File: src/rtl/mips_cpu_muldiv_pkg.sv
// mips_cpu_muldiv_pkg: funct codes, FSM state type and negation helper for the HI/LO muldiv unit.
`default_nettype none
package mips_cpu_muldiv_pkg;

  localparam logic [5:0] FN_MTHI  = 6'b010001;
  localparam logic [5:0] FN_MTLO  = 6'b010011;
  localparam logic [5:0] FN_MULT  = 6'b011000;
  localparam logic [5:0] FN_MULTU = 6'b011001;
  localparam logic [5:0] FN_DIV   = 6'b011010;
  localparam logic [5:0] FN_DIVU  = 6'b011011;

  // Widest value twos_neg can handle; callers zero-extend and keep the low bits.
  localparam int MAX_W = 256;

  typedef enum logic [1:0] {
    IDLE  = 2'd0,
    MUL   = 2'd1,
    DIV   = 2'd2,
    FIXUP = 2'd3
  } state_t;

  function automatic logic [MAX_W-1:0] twos_neg(input logic [MAX_W-1:0] x);
    return ~x + MAX_W'(1);
  endfunction

endpackage
`default_nettype wire

File: src/rtl/mips_cpu_muldiv_divstep.sv
// mips_cpu_muldiv_divstep: one combinational restoring-division step (shift in a bit, trial subtract).
`default_nettype none
module mips_cpu_muldiv_divstep
  import mips_cpu_muldiv_pkg::*;
#(
  parameter int WIDTH = 32
) (
  input  logic [WIDTH-1:0] rem,
  input  logic [WIDTH-1:0] divisor,
  input  logic             dividend_bit,
  output logic [WIDTH-1:0] rem_next,
  output logic             quo_bit
);

  logic [WIDTH:0]   shifted;
  logic [WIDTH-1:0] diff;

  assign shifted  = {rem, dividend_bit};
  assign quo_bit  = (shifted >= {1'b0, divisor});
  // Whenever the subtraction is taken the result is below the divisor, so the low bits suffice.
  assign diff     = shifted[WIDTH-1:0] - divisor;
  assign rem_next = quo_bit ? diff : shifted[WIDTH-1:0];

endmodule
`default_nettype wire

File: src/rtl/mips_cpu_muldiv.sv
// mips_cpu_muldiv: multi-cycle MULT/MULTU/DIV/DIVU/MTHI/MTLO unit owning HI/LO (start/busy/done).
// Define MIPS_CPU_MULDIV_FASTMUL_EN for a registered single-cycle multiply (WIDTH must be <= 127).
`default_nettype none
module mips_cpu_muldiv
  import mips_cpu_muldiv_pkg::*;
#(
  parameter int WIDTH = 32,
  parameter int CNT_W = $clog2(WIDTH + 1)
) (
  input  logic             clk,
  input  logic             reset,
  input  logic [5:0]       opcode,
  input  logic             valid_in,
  input  logic [WIDTH-1:0] a,
  input  logic [WIDTH-1:0] b,
  output logic             busy,
  output logic             valid_out,
  output logic [WIDTH-1:0] hi_reg,
  output logic [WIDTH-1:0] lo_reg
);

  localparam logic [CNT_W-1:0] LAST_CNT = CNT_W'(WIDTH - 1);

  state_t             state;
  logic [CNT_W-1:0]   cnt;
  logic [2*WIDTH-1:0] prod;     // MUL: {partial product, multiplier}; DIV: low half = dividend/quotient
  logic [WIDTH-1:0]   rem;
  logic [WIDTH-1:0]   opr;      // multiplicand or divisor magnitude
  logic               neg_res;
  logic               rem_neg;
  logic               div0;
  logic               is_div;

  logic               signed_op;
  logic [MAX_W-1:0]   neg_a, neg_b, neg_prod, neg_quo, neg_rmd;
  logic [WIDTH-1:0]   abs_a, abs_b;
  logic [WIDTH-1:0]   step_rem;
  logic               step_q;
  logic               unused_neg;

  assign signed_op = ~opcode[0];
  assign neg_a     = twos_neg(MAX_W'(a));
  assign neg_b     = twos_neg(MAX_W'(b));
  assign neg_prod  = twos_neg(MAX_W'(prod));
  assign neg_quo   = twos_neg(MAX_W'(prod[WIDTH-1:0]));
  assign neg_rmd   = twos_neg(MAX_W'(rem));
  assign abs_a     = (signed_op && a[WIDTH-1]) ? neg_a[WIDTH-1:0] : a;
  assign abs_b     = (signed_op && b[WIDTH-1]) ? neg_b[WIDTH-1:0] : b;
  assign unused_neg = ^{neg_a[MAX_W-1:WIDTH], neg_b[MAX_W-1:WIDTH], neg_prod[MAX_W-1:2*WIDTH],
                        neg_quo[MAX_W-1:WIDTH], neg_rmd[MAX_W-1:WIDTH]};

  mips_cpu_muldiv_divstep #(.WIDTH(WIDTH)) u_divstep (
    .rem          (rem),
    .divisor      (opr),
    .dividend_bit (prod[WIDTH-1]),
    .rem_next     (step_rem),
    .quo_bit      (step_q)
  );

`ifndef MIPS_CPU_MULDIV_FASTMUL_EN
  logic [WIDTH:0] mul_sum;
  assign mul_sum = {1'b0, prod[2*WIDTH-1:WIDTH]} + (prod[0] ? {1'b0, opr} : '0);
`endif

  always_ff @(posedge clk) begin
    if (reset) begin
      state     <= IDLE;
      cnt       <= '0;
      prod      <= '0;
      rem       <= '0;
      opr       <= '0;
      neg_res   <= 1'b0;
      rem_neg   <= 1'b0;
      div0      <= 1'b0;
      is_div    <= 1'b0;
      busy      <= 1'b0;
      valid_out <= 1'b0;
      hi_reg    <= '0;
      lo_reg    <= '0;
    end else begin
      valid_out <= 1'b0;
      case (state)
        IDLE: begin
          if (valid_in) begin
            case (opcode)
              FN_MTHI: begin
                hi_reg    <= a;
                valid_out <= 1'b1;
              end
              FN_MTLO: begin
                lo_reg    <= a;
                valid_out <= 1'b1;
              end
              FN_MULT, FN_MULTU: begin
                opr     <= abs_a;
                prod    <= {{WIDTH{1'b0}}, abs_b};
                neg_res <= signed_op & (a[WIDTH-1] ^ b[WIDTH-1]);
                is_div  <= 1'b0;
                cnt     <= '0;
                busy    <= 1'b1;
                state   <= MUL;
              end
              FN_DIV, FN_DIVU: begin
                opr     <= abs_b;
                prod    <= {{WIDTH{1'b0}}, abs_a};
                rem     <= '0;
                neg_res <= signed_op & (a[WIDTH-1] ^ b[WIDTH-1]);
                rem_neg <= signed_op & a[WIDTH-1];
                div0    <= (b == '0);
                is_div  <= 1'b1;
                cnt     <= '0;
                busy    <= 1'b1;
                state   <= DIV;
              end
              default: ;
            endcase
          end
        end
        MUL: begin
`ifdef MIPS_CPU_MULDIV_FASTMUL_EN
          prod  <= (2*WIDTH)'(opr) * (2*WIDTH)'(prod[WIDTH-1:0]);
          state <= FIXUP;
`else
          prod <= {mul_sum, prod[WIDTH-1:1]};
          cnt  <= cnt + CNT_W'(1);
          if (cnt == LAST_CNT) state <= FIXUP;
`endif
        end
        DIV: begin
          rem              <= step_rem;
          prod[WIDTH-1:0]  <= {prod[WIDTH-2:0], step_q};
          cnt              <= cnt + CNT_W'(1);
          if (cnt == LAST_CNT) state <= FIXUP;
        end
        FIXUP: begin
          if (is_div) begin
            // Divide by zero keeps the dividend in HI (sign restored) and saturates LO.
            lo_reg <= div0 ? {WIDTH{1'b1}} : (neg_res ? neg_quo[WIDTH-1:0] : prod[WIDTH-1:0]);
            hi_reg <= rem_neg ? neg_rmd[WIDTH-1:0] : rem;
          end else begin
            {hi_reg, lo_reg} <= neg_res ? neg_prod[2*WIDTH-1:0] : prod;
          end
          valid_out <= 1'b1;
          busy      <= 1'b0;
          state     <= IDLE;
        end
        default: state <= IDLE;
      endcase
    end
  end

endmodule
`default_nettype wire

File: config.mk
export PLATFORM = sky130hd
export DESIGN_NAME = mips_cpu_muldiv
export DESIGN_NICKNAME = d
export VERILOG_FILES = /design/src/rtl/mips_cpu_muldiv_pkg.sv /design/src/rtl/mips_cpu_muldiv_divstep.sv /design/src/rtl/mips_cpu_muldiv.sv
export SDC_FILE = /design/constraint.sdc
export NUM_CORES = 1
export LEC_CHECK = 0
export ABC_AREA = 1
export ABC_CLOCK_PERIOD_IN_PS = 2890
export CAP_MARGIN = 25
export CELL_PAD_IN_SITES_DETAIL_PLACEMENT = 1
export CELL_PAD_IN_SITES_GLOBAL_PLACEMENT = 1
export CORE_MARGIN = 8
export CORE_UTILIZATION = 42
export CTS_BUF_LIST = sky130_fd_sc_hd__clkbuf_4
export CTS_CLUSTER_DIAMETER = 80
export DETAILED_ROUTE_END_ITERATION = 6
export PLACE_DENSITY = 0.8
export SETUP_SLACK_MARGIN = 0.15
export SLEW_MARGIN = 10
export SYNTH_ARGS = -nofsm -noshare
export SYNTH_HDL_FRONTEND = slang
export SYNTH_SLANG_ARGS = --single-unit
File: constraint.sdc
create_clock -name clk -period 2.89 [get_ports clk]
set_input_delay 0.578 -clock clk [delete_from_list [all_inputs] [get_ports clk]]
set_output_delay 0.578 -clock clk [all_outputs]
set_load 0.05 [all_outputs]
==> metrics.cfg <==
[clocking]
clk-insertion-delay-late_ns = 0.82
clk_pin_slew_worst_paths_ns = 0.06
cts_hold_buf = 0
tritoncts = built
cts.htree.levels = 3
clock-root-buffer = clkbuf_4
cts_buffers = 69
cts_num_sinks = 206
clk_path_buf_depth = 3

[sta]
worst_slack_ns = 0.153
finalCritPeriodShare_pct = 94.7
max_freq_mhz = 365
worst_slew_pin_slew_ns = 0.734
fin_skew_ns = 0.0367
setup_tns_ns = 0
setup_viol = 0
relSlewSlack_pct = 50.5
maxSlewViolCount = 0
fin_crit_ns = 2.74
finalHoldViolCount = 0
rsz0062_at_grt = true

[logic_synthesis]
synthArstFlopShare_pct = 0
synth_cell_types = 47
synth_area_leaders = dfxtp_1 21%, nand2_1 19%, nand3_1 9.4%, a21oi_1 8.6%, inv_1 8.5%
netlist_instances = 3516
synth_fp_nets = 3664
synth_edf_count = 0
synth_area_per_cell_um2 = 5.54
synth_top_area_share_pct = 21.2
netlist_area_um2 = 19500
yosysWarningCount = 0
synth_top_cell_by_area = dfxtp_1
synth-seq-cells = 206
synth_common_cells = 983 x nand2_1, 440 x inv_1, 421 x nor2_1, 364 x nand3_1, 335 x a21oi_1
ys_seq_area_share_pct = 21.2
synthMostInstantiatedCell = nand2_1
synthFlopType = dfxtp_1

[placed_design]
place.gp.congestion = 1.02
port_buffers = 138
place_inst = 4253
pre_cts_slack_ns = -0.0957
dp_hpwl_mm = 83.6

[critical_path]
path_max_fanout = 32
critPathKind = register to register
crit_path_start_kind = register
crit_arrival_ns = 3.40
endpoint_kind = register
worstPathRequired_ns = 3.55

[routing]
drtPass1Iterations = 5
viasPerCell = 5.89
num_vias = 25799
drtIter0Drc = 2536
wire_per_inst_um = 23.4
routed_wl_mm = 102
ant_nets = 0
post-route-drc-count = 0

[power_and_ir_drop]
p_per_area_nw_per_um2 = 655
report.power.total_uw = 15200
leakage_uw = 0.0114
peakVddDrop_mv = 0.387

[global_routing]
grt_pass1_vias = 25781
gr-usage-all-layers_pct = 36.9
antenna_found_initial = 2
grt_pass1_wl_mm = 154
grt_overflow_total = 0
grt_max_degree = 98

[floorplanning]
design.core.area_um2 = 46200
die_h_um = 231
start_util_pct = 42.2
die-width_um = 231
die_area_um2 = 53500
pin_count = 139
placementRows = 79

[final_layout]
fillCellCount = 6756
utilization_pct = 50.3
synthToLayoutAreaGrowth_pct = 19.3
drive_above_1_share_pct = 8.25
largest_register_ffs = 64
final_cells = 4377
nets = 3865
regMostFlops = prod

[worst_hold_path]
min_path_type = primary input to register

[flow_run]
max_cap_violations = 0

[outcome]
run_status = complete, no violations

==> power breakdown <==
group	total (uW)	switching (uW)	internal [uW]
Sequential	3560	434	3130
Combinational	8460	6030	2430
Clock	3180	1610	1570
Total	15200	8080	7130
==> cell families (layout without fill, tap and decap cells) <==
group	Yosys count	count (layout)	synth area share, %
compound gates	676	676	18.5
xor+xnor	67	67	3.01
fa+ha+maj	75	75	4.90
buf+inv	588	840	11.5
flops	206	206	21.2
other cells	0	2	0
simple gates	1904	1904	40.9
==> final timing paths <==
check | start | to | slack, ns | cells past startpoint
worst min register to register | cnt[4] | cnt[4] | 0.46 | 2
worst min-delay path | reset | prod[42] | 0.21 | 3
worst max register to register | opr[11] | rem[0] | 0.15 | 16
worst max-delay path | opr[11] | rem[0] | 0.15 | 16
==> layout by cell type (no fill, tap or decap), types with 4 or more instances in the layout <==
cell type,Yosys,layout
a21o_1,5,5
a21oi_1,335,334
a221oi_1,6,6
a31oi_1,6,6
and2_1,6,6
buf_12,0,15
buf_4,3,116
clkbuf_4,0,98
clkdlybuf4s50_1,0,137
clkinv_1,4,19
clkinvlp_4,0,4
dfxtp_1,206,190
dfxtp_2,0,15
ha_1,73,65
ha_4,0,5
inv_1,440,439
inv_2,6,8
nand2_1,983,979
nand2_2,3,7
nand3_1,364,362
nand3b_1,27,27
nand4_1,33,33
nor2_1,421,416
nor2_2,3,8
nor3_1,32,31
nor4_1,5,5
o211ai_1,27,27
o21a_1,12,12
o21ai_0,243,241
o21ai_1,2,4
o21bai_1,5,5
o22ai_1,23,23
or2_2,13,13
xnor2_1,25,25
xor2_1,42,42
==> repair_timing <==
action | in CTS | in global routing
buffers inserted | 0 | 0
resized for setup | 5 | 33
setup endpoints to repair | 10 | 37
hold endpoints to repair | 0 | 0
pin swaps | 0 | 0
==> worst max-delay path, cell delays in order, from the launching register on <==
cell     delay (ns)
dfxtp_1        0.46
inv_1          0.16
ha_1           0.39
nand2_1        0.10
inv_1          0.10
nand2_1        0.08
nor2_1         0.16
nand2_1        0.13
nor2_1         0.20
nand2_1        0.09
nand3_1        0.09
nor2_2         0.06
nand2_2        0.08
buf_12         0.19
nand2_1        0.08
nand3_1        0.14
a21oi_1        0.09
==> layer usage <==
layer,wire [um],GRT usage (%)
met1,43200,48.4
met2,42800,54.7
met3,10700,10.4
met4,5760,19.1
met5,0,0
==> area by class of cell <==
class | instances | area, um2 | share of cell area, %
Multi-Input combinational cell | 2722 | 13200 | 56.9
Sequential cell | 206 | 4150 | 17.9
Timing Repair Buffer | 268 | 2540 | 11.0
Inverter | 450 | 1690 | 7.28
Tap cell | 607 | 759 | 3.27
Clock buffer | 98 | 736 | 3.17
Clock inverter | 24 | 118 | 0.507
Antenna cell | 2 | 5.00 | 0.0216
==> metrics by stage <==
| step | hold WS [ns] | area (um2) |
|---|---|---|
| 2_1_floorplan | 0.428 | 19500 |
| 6_report | 0.211 | 23200 |
| 3_3_place_gp | 0.437 | 22200 |
| 5_1_grt | 0.186 | 23200 |
| 4_1_cts | 0.151 | 23100 |
| 3_5_place_dp | 0.449 | 22200 |
No activity file was read; power rests on OpenSTA's default activity.
